### src/rtl/camera_pkg.sv
// Shared camera types and Q16.16 vector helpers used by the ray direction generator.
package camera_pkg;

    localparam int FRAC_BITS = 16;
    localparam int ONE_Q16   = 65536;

    typedef struct packed {
        logic signed [31:0] x;
        logic signed [31:0] y;
        logic signed [31:0] z;
    } vec3_t;

    typedef enum logic [2:0] {
        IDLE,
        SETUP_STEP,
        SETUP_BASE,
        RUN,
        DONE
    } ray_state_t;

    // All vector arithmetic wraps modulo 2^32 per component.
    function automatic vec3_t vec3_add(input vec3_t a, input vec3_t b);
        vec3_t r;
        r.x = a.x + b.x;
        r.y = a.y + b.y;
        r.z = a.z + b.z;
        return r;
    endfunction

    function automatic vec3_t vec3_sub(input vec3_t a, input vec3_t b);
        vec3_t r;
        r.x = a.x - b.x;
        r.y = a.y - b.y;
        r.z = a.z - b.z;
        return r;
    endfunction

    function automatic vec3_t vec3_mul_int(input vec3_t a, input logic signed [31:0] k);
        vec3_t r;
        r.x = a.x * k;
        r.y = a.y * k;
        r.z = a.z * k;
        return r;
    endfunction

endpackage

### src/rtl/vec3_scale.sv
// Combinational vec3 x Q16.16 scalar; each lane keeps the low 32 bits of (product >>> FRAC_BITS).
module vec3_scale
    import camera_pkg::*;
(
    input  vec3_t              v_i,
    input  logic signed [31:0] s_i,
    output vec3_t              p_o
);

    logic [95:0] v_flat;
    logic [95:0] p_flat;

    assign v_flat = v_i;

    for (genvar gi = 0; gi < 3; gi++) begin : g_lane
        logic signed [63:0] prod;
        assign prod = 64'($signed(v_flat[gi*32 +: 32])) * 64'(s_i);
        assign p_flat[gi*32 +: 32] = 32'(prod >>> FRAC_BITS);
    end

    assign p_o = p_flat;

endmodule

### src/rtl/ray_direction_gen.sv
// Per-frame raster ray direction generator: multiplies only during setup, then walks the
// image plane with incremental adds over a valid/ready stream.
module ray_direction_gen
    import camera_pkg::*;
#(
    parameter int H_RES    = 320,
    parameter int V_RES    = 180,
    parameter int STEP_Q16 = 410
) (
    input  logic                       clk_100mhz,
    input  logic                       rst_in,
    input  logic                       frame_start_in,
    input  logic [31:0]                x_forward,
    input  logic [31:0]                y_forward,
    input  logic [31:0]                z_forward,
    input  logic [31:0]                x_up,
    input  logic [31:0]                y_up,
    input  logic [31:0]                z_up,
    input  logic [31:0]                x_right,
    input  logic [31:0]                y_right,
    input  logic [31:0]                z_right,
    output logic                       ray_valid_out,
    input  logic                       ray_ready_in,
    output logic [31:0]                ray_x_out,
    output logic [31:0]                ray_y_out,
    output logic [31:0]                ray_z_out,
    output logic [$clog2(H_RES)-1:0]   pixel_x_out,
    output logic [$clog2(V_RES)-1:0]   pixel_y_out,
    output logic                       busy_out,
    output logic                       frame_done_out
);

    localparam int PXW = $clog2(H_RES);
    localparam int PYW = $clog2(V_RES);
    localparam logic [PXW-1:0] PX_LAST = PXW'(H_RES - 1);
    localparam logic [PYW-1:0] PY_LAST = PYW'(V_RES - 1);
    localparam logic signed [31:0] STEP_S = 32'(STEP_Q16);
    localparam logic signed [31:0] HALF_H = 32'(H_RES / 2);
    localparam logic signed [31:0] HALF_V = 32'(V_RES / 2);

    ray_state_t     state_q, state_d;
    vec3_t          fwd_q, fwd_d;
    vec3_t          right_q, right_d;
    vec3_t          up_q, up_d;
    vec3_t          rstep_q, rstep_d;
    vec3_t          ustep_q, ustep_d;
    vec3_t          row_base_q, row_base_d;
    vec3_t          cur_q, cur_d;
    logic [PXW-1:0] px_q, px_d;
    logic [PYW-1:0] py_q, py_d;

    vec3_t right_scaled;
    vec3_t up_scaled;
    vec3_t next_row_base;

    vec3_scale u_right_scale (
        .v_i (right_q),
        .s_i (STEP_S),
        .p_o (right_scaled)
    );

    vec3_scale u_up_scale (
        .v_i (up_q),
        .s_i (STEP_S),
        .p_o (up_scaled)
    );

    // Moving down one row steps against the up vector.
    assign next_row_base = vec3_sub(row_base_q, ustep_q);

    always_ff @(posedge clk_100mhz or posedge rst_in) begin
        if (rst_in) begin
            state_q    <= IDLE;
            fwd_q      <= '0;
            right_q    <= '0;
            up_q       <= '0;
            rstep_q    <= '0;
            ustep_q    <= '0;
            row_base_q <= '0;
            cur_q      <= '0;
            px_q       <= '0;
            py_q       <= '0;
        end else begin
            state_q    <= state_d;
            fwd_q      <= fwd_d;
            right_q    <= right_d;
            up_q       <= up_d;
            rstep_q    <= rstep_d;
            ustep_q    <= ustep_d;
            row_base_q <= row_base_d;
            cur_q      <= cur_d;
            px_q       <= px_d;
            py_q       <= py_d;
        end
    end

    always_comb begin
        state_d    = state_q;
        fwd_d      = fwd_q;
        right_d    = right_q;
        up_d       = up_q;
        rstep_d    = rstep_q;
        ustep_d    = ustep_q;
        row_base_d = row_base_q;
        cur_d      = cur_q;
        px_d       = px_q;
        py_d       = py_q;

        case (state_q)
            IDLE: begin
                if (frame_start_in) begin
                    fwd_d   = '{x: x_forward, y: y_forward, z: z_forward};
                    right_d = '{x: x_right,   y: y_right,   z: z_right};
                    up_d    = '{x: x_up,      y: y_up,      z: z_up};
                    state_d = SETUP_STEP;
                end
            end
            SETUP_STEP: begin
                rstep_d = right_scaled;
                ustep_d = up_scaled;
                state_d = SETUP_BASE;
            end
            SETUP_BASE: begin
                // Top-left pixel: half a row to the left, half a frame upward.
                row_base_d = vec3_add(vec3_sub(fwd_q, vec3_mul_int(rstep_q, HALF_H)),
                                      vec3_mul_int(ustep_q, HALF_V));
                cur_d      = row_base_d;
                px_d       = '0;
                py_d       = '0;
                state_d    = RUN;
            end
            RUN: begin
                if (ray_ready_in) begin
                    if (px_q == PX_LAST) begin
                        if (py_q == PY_LAST) begin
                            state_d = DONE;
                        end else begin
                            px_d       = '0;
                            py_d       = py_q + 1'b1;
                            row_base_d = next_row_base;
                            cur_d      = next_row_base;
                        end
                    end else begin
                        px_d  = px_q + 1'b1;
                        cur_d = vec3_add(cur_q, rstep_q);
                    end
                end
            end
            DONE: begin
                state_d = IDLE;
            end
            default: begin
                state_d = IDLE;
            end
        endcase
    end

    assign ray_valid_out  = (state_q == RUN);
    assign busy_out       = (state_q == SETUP_STEP) || (state_q == SETUP_BASE) || (state_q == RUN);
    assign frame_done_out = (state_q == DONE);
    assign ray_x_out      = cur_q.x;
    assign ray_y_out      = cur_q.y;
    assign ray_z_out      = cur_q.z;
    assign pixel_x_out    = px_q;
    assign pixel_y_out    = py_q;

endmodule

### config.mk
export PLATFORM = sky130hd
export DESIGN_NAME = ray_direction_gen
export DESIGN_NICKNAME = d
export VERILOG_FILES = /design/src/rtl/camera_pkg.sv /design/src/rtl/vec3_scale.sv /design/src/rtl/ray_direction_gen.sv
export SDC_FILE = /design/constraint.sdc
export NUM_CORES = 2
export LEC_CHECK = 0
export BUFFER_PORTS_ARGS = -buffer_cell sky130_fd_sc_hd__buf_2
export CAP_MARGIN = 20
export CORE_MARGIN = 2
export CORE_UTILIZATION = 40
export CTS_CLUSTER_SIZE = 10
export DETAILED_ROUTE_END_ITERATION = 12
export GPL_TIMING_DRIVEN = 0
export PLACE_DENSITY = 0.57
export SLEW_MARGIN = 15
export SYNTH_ARGS = -nofsm -noshare
export SYNTH_HDL_FRONTEND = slang
export SYNTH_SLANG_ARGS = --single-unit
### constraint.sdc
create_clock -name clk_100mhz -period 29.8 [get_ports clk_100mhz]
set_input_delay 0 -clock clk_100mhz [delete_from_list [all_inputs] [get_ports clk_100mhz]]
set_output_delay 0 -clock clk_100mhz [all_outputs]
set_load 0.05 [all_outputs]
# Word-level counts from Yosys, hierarchy flattened

Index checks and enable logic that the tools add are counted.

Register bits after elaboration: 692
Output and inout bits: 116
Logic and storage cells: 90
Bits of input ports: 292

Reductions and logical operators: 8
Mux-type cells: 20
Eq/ne operators: 12
Add/subtract/negate cells: 14
Multipliers: 12

Operator list:

| kind                                                                  | count |
|---|---|
| 96-bit two-way mux                                                    | 5 |
| 96-bit one-hot mux with 2 select lines                                | 2 |
| 32-bit by 9-bit multiplier with 41-bit output (second input constant) | 6 |
| 32-bit adder                                                          | 6 |
| 32-bit subtractor                                                     | 6 |
| 32-bit by 4-bit multiplier with 27-bit output (second input constant) | 3 |
| 32-bit by 7-bit multiplier with 31-bit output (second input constant) | 3 |
| 9-bit two-way mux                                                     | 3 |
| 8-bit two-way mux                                                     | 3 |
| 9-bit one-hot mux with 2 select lines                                 | 1 |
| 8-bit one-hot mux with 2 select lines                                 | 1 |
| 3-bit two-way mux                                                     | 4 |
| 3-bit one-hot mux with 4 select lines                                 | 1 |
| 9-bit by 1-bit adder with 9-bit output (second input constant)        | 1 |
| 9-bit == test (second input constant)                                 | 1 |
| 8-bit by 1-bit adder with 8-bit output (second input constant)        | 1 |
| 8-bit == test (second input constant)                                 | 1 |
| 4-bit AND reduction                                                   | 2 |
| 3-bit by 2-bit == test with 1-bit output (second input constant)      | 2 |
| 2-bit by 1-bit != test with 1-bit output (second input constant)      | 3 |
| 2-bit != test (second input constant)                                 | 2 |
| 3-bit by 1-bit == test with 1-bit output (second input constant)      | 1 |
| 3-bit == test (second input constant)                                 | 1 |
| 3-bit logical NOT                                                     | 1 |
| 5 further kinds                                                       | 6 |

# Logic depth before layout (Yosys ltp)

Word-level depth: 5
Depth in mapped cells: 30
Gate-level depth less buffers: 30

# Modules after synthesis

From an unflattened synthesis, not the netlist that was laid out.

Cell total of the unflattened synthesis: 24473
Area total of the unflattened synthesis: 226826.3 um2

By module, submodules not included:

| module                     | cells an instance | sequential area each (um2) | instances | area each (um2) |
|---|---|---|---|---|
| vec3_scale (u_up_scale)    | 9261              | 0.0                        | 1         | 85221.7 |
| vec3_scale (u_right_scale) | 9208              | 0.0                        | 1         | 84925.2 |
| ray_direction_gen          | 6004              | 17316.6                    | 1         | 56679.4 |

# Least setup slack after synthesis

OpenSTA, ideal clock, no wires.

Path kind: reg-to-reg
Start point: register ustep_q[39] (netlist bit)
End point: register row_base_q[63] (netlist bit)
Buffers on the path: 0
Stages on the path, launching flop included: 30
Path slack: 22850 ps
Period minus slack after synthesis: 6950 ps
Data arrival time: 6824 ps
Setup time: 126 ps
Required time: 29674 ps
Cells stage by stage: dfrtp_1 > ha_1 > ha_1 > fa_1 > inv_1 > fa_1 > inv_1 > ha_1 > a211oi_1 > nor2_1 > or4b_1 > and2_1 > nor2_1 > nor2_1 > nor2_1 > o21ai_0 > a21oi_1 > xnor2_1 > fa_1 > ha_1 > and2_1 > a221oi_1 > nor2_1 > nor2_1 > nand3_1 > a311oi_1 > xnor3_1 > xor2_1 > nor2_1 > a221o_1

Cells in the longest elaborated chain, start to end: 5
Elaborated cells on any way between the ends: 7
Those cells by class: 2 x add/sub; 1 x mul; 4 x mux

RTL lines:

| what                                                                                                  | line                     | source |
|---|---|---|
| from (decl)                                                                                           | ray_direction_gen.sv:46  | `vec3_t ustep_q, ustep_d;` |
| from (signal assigned)                                                                                | ray_direction_gen.sv:89  | `ustep_q <= ustep_d;` |
| parallel branches: the longest is 4 deep, another holds 32-bit by 7-bit multiplier with 31-bit output | --                       |  |
| 96-bit one-hot mux with 2 select lines (*)                                                            | ray_direction_gen.sv:109 | `case (state_q)` |
| to (signal assigned)                                                                                  | ray_direction_gen.sv:90  | `row_base_q <= row_base_d;` |
| to (decl)                                                                                             | ray_direction_gen.sv:47  | `vec3_t row_base_q, row_base_d;` |

Every way passes the cells marked *. The select of a mux whose other input is x is not followed.
A chain may end at the register's enable or synchronous reset.

# Worst setup path in the final report

Ends and elaborated chain as after synthesis.

==> flow_metrics.py <==
metrics = {
    "die": {
        "die_w_um": 463.3,
        "pin_count": 408,
        "rows": 168,
        "fp.dieH_um": 463.3,
        "start_util_pct": 40.26,
        "fp.coreArea_um2": 209600,
        "die_area_um2": 214600,
    },
    "final_layout": {
        "fin_nets": 12818,
        "multi_input_area_um2": 61190,
        "regArea_um2": 16420,
        "drive_above_1_share_pct": 8.311,
        "fin_util_pct": 47.16,
        "syn2layout_area_growth_pct": 17.14,
        "fill_cells": 20204,
    },
    "setup_path": {
        "cpPeakStageDelay_ns": 0.59,
        "critical_path_depth": 29,
        "startpoint": "ustep_q[39]",
        "cpMostUsedCell": "nor2_1",
        "crit_buf_inv": 2,
        "worstPathRequired_ns": 30.44,
        "crit_family": "adder cells",
        "r2r_slack_ns": 21.31,
        "startpoint_type": "flip-flop",
        "end_kind": "flip-flop",
        "crit_type": "reg2reg",
        "critical_path.slowest_cell": "or4b_1",
        "crit_arrival_ns": 9.13,
        "path_max_fanout": 5,
        "r2r_start": "ustep_q[39]",
        "critical_path.endpoint": "row_base_q[63]",
        "r2r-end": "row_base_q[63]",
        "reg2reg_depth": 29,
    },
    "detailed_routing": {
        "drt-total-wl_um": 298500,
        "firstDrtPassIters": 5,
        "ant_nets": 0,
        "drt-initial-drc-count": 4755,
        "post_drt_wl_per_cell_um": 22.68,
        "drt-vias-per-instance": 5.347,
        "vias": 70372,
        "drc": 0,
    },
    "placed_design": {
        "dp_slack_ns": 21.33,
        "dpl.hpwl_um": 243500,
        "io_buffers": 407,
        "gp_congestion": 0.9569,
    },
    "logic_synthesis": {
        "ys_warn_count": 0,
        "synth_area_leaders": "ha_1, dfrtp_1, fa_1",
        "yosysTopAreaCell": "ha_1",
        "synth_ff_type": "dfrtp_1",
        "synth-edff-count": 0,
        "seq_area_frac_synth_pct": 19.46,
        "synth_cell_types": 84,
        "async_flop_share_pct": 100.0,
        "synth_top_area_share_pct": 22.35,
        "synth_area_per_cell_um2": 9.133,
        "syn_nets": 11782,
        "netlist_area_um2": 84380,
        "synth_seq_cells": 656,
        "syn-instance-count": 9239,
    },
    "clock_network": {
        "cts_setup_buffers": 0,
        "cts.sinks": 656,
        "hold_buffers": 491,
        "clkTransAtPathRegs_ns": 0.06,
        "cts_buffer_depth": 3,
        "h-tree-depth": 3,
        "root_buffer": "clkbuf_16",
        "worstSkewPairLatency_ns": 0.77,
        "cts_made_buffers": 94,
        "tritoncts": "yes",
        "cts_resized": 0,
    },
    "sta": {
        "slew_headroom_pct": 5.389,
        "maxSlewViolCount": 0,
        "setup-tns-final_ns": 0,
        "setup_viol": 0,
        "worst_slack_ns": 21.31,
        "fmax_mhz": 117.8,
        "post-route-period-util_pct": 28.48,
        "tightest_slew_ns": 1.419,
        "fin_skew_ns": 0.05048,
        "hold_violations": 0,
        "layout_min_cycle_time_ns": 8.488,
        "rsz0062_at_grt": "false",
    },
    "min_path": {
        "hold_class": "in2reg",
    },
    "global_route": {
        "grt_max_degree": 99,
        "grt_pass1_vias": 71797,
        "overflow": 0,
        "grt_first_pass_wirelength_um": 447300,
        "grt_use_total_pct": 27.62,
        "antenna_found_initial": 20,
    },
    "flow_run": {
        "drv_cap": 0,
    },
    "status": {
        "status": "complete, no violations",
    },
}
-- cell families after synthesis --
group / Yosys count / share of synthesized area, %
adders and majority gates: 2251 / 40.00
AOI/OAI and AO/OA: 2070 / 15.20
DFF: 656 / 19.46
muxes: 159 / 2.094
and+or+nand+nor: 1726 / 9.255
buffers and inverters: 1806 / 8.034
xor gates and xnor gates: 571 / 5.960
-- synth_stat cells (all sizes together) (177+ instances only) --
library cell,number
nand2,738
dfrtp,656
nor2,387
a21o,211
xnor2,339
a21oi,498
xor2,230
ha,1507
o21ai,717
inv,1615
fa,744
clkbuf,177
-- cell usage in the layout, fill, tap and decap left out, types with 96 or more instances in the layout --
master and count:
fa_1 744, a21oi_1 494, buf_2 409, clkbuf_1 159
o21ai_0 697, nor3_1 96, nor2_1 386, a21o_1 211
nand3_1 98, xnor2_1 339, ha_1 1507, inv_1 1614
mux2_2 140, xor2_1 230, dlygate4sd3_1 491, dfrtp_1 656
nand2_1 738
-- worst min-delay path by stage --
stage | start | endpoint | slack [ns] | cells past startpoint
after floorplan | ray_ready_in | state_q[0] | 0.11 | 1
after global placement | x_right[8] | right_q[72] | 0.20 | 3
after detailed placement | rst_in | up_q[25] | 0.12 | 2
after CTS | z_right[18] | right_q[18] | 0.00003 | 4
after global routing | x_right[24] | right_q[88] | 0.03 | 4
final | z_right[19] | right_q[19] | 0.03 | 4
-- registers in the layout, indices dropped and copies added (netlist names) --
signal       flops
ray_x_out       32
fwd_q           96
right_q         96
ray_z_out       32
ray_y_out       32
row_base_q      96
state_q          3
ustep_q         78
up_q            96
rstep_q         78
pixel_y_out      8
pixel_x_out      9
-- tightest hold or removal path, stage by stage --
cell and delay, ns:
dlygate4sd3_1 0.52, buf_2 0.09, nand2_1 0.06, o21ai_0 0.07
-- routing by layer --
layer	share of wire, %	vias to the layer above	global-route usage, %
li1	-	33153	-
met1	43	34748	35.78
met2	45	1988	44.62
met3	6.3	481	4.581
met4	5.7	2	13.49
met5	0.0040	-	0
-- area by class of cell --
cell class              count  area share (%)
multi-input cells        6777           61.91
well taps                2805           3.551
clock inverters            45          0.5545
inverters                1615           6.141
clock buffers             124           2.627
plain buffers             191          0.7760
repair buffers            940           7.814
diodes                      8         0.02025
flip-flops and latches    656           16.61
-- metrics by stage --
step	hold slack (ns)	instance area (um2)	std cells
global placement	0.2033	89920	12451
finish	0.02771	98840	13161
detailed placement	0.1152	90690	12488
floorplan	0.1111	84380	9239
CTS	0.00003231	98750	13148
global route	0.03162	98820	13155
Power is left out: the tool's default activity adds up to more than one toggle a clock period on the data nets, which glitch-free logic cannot reach.
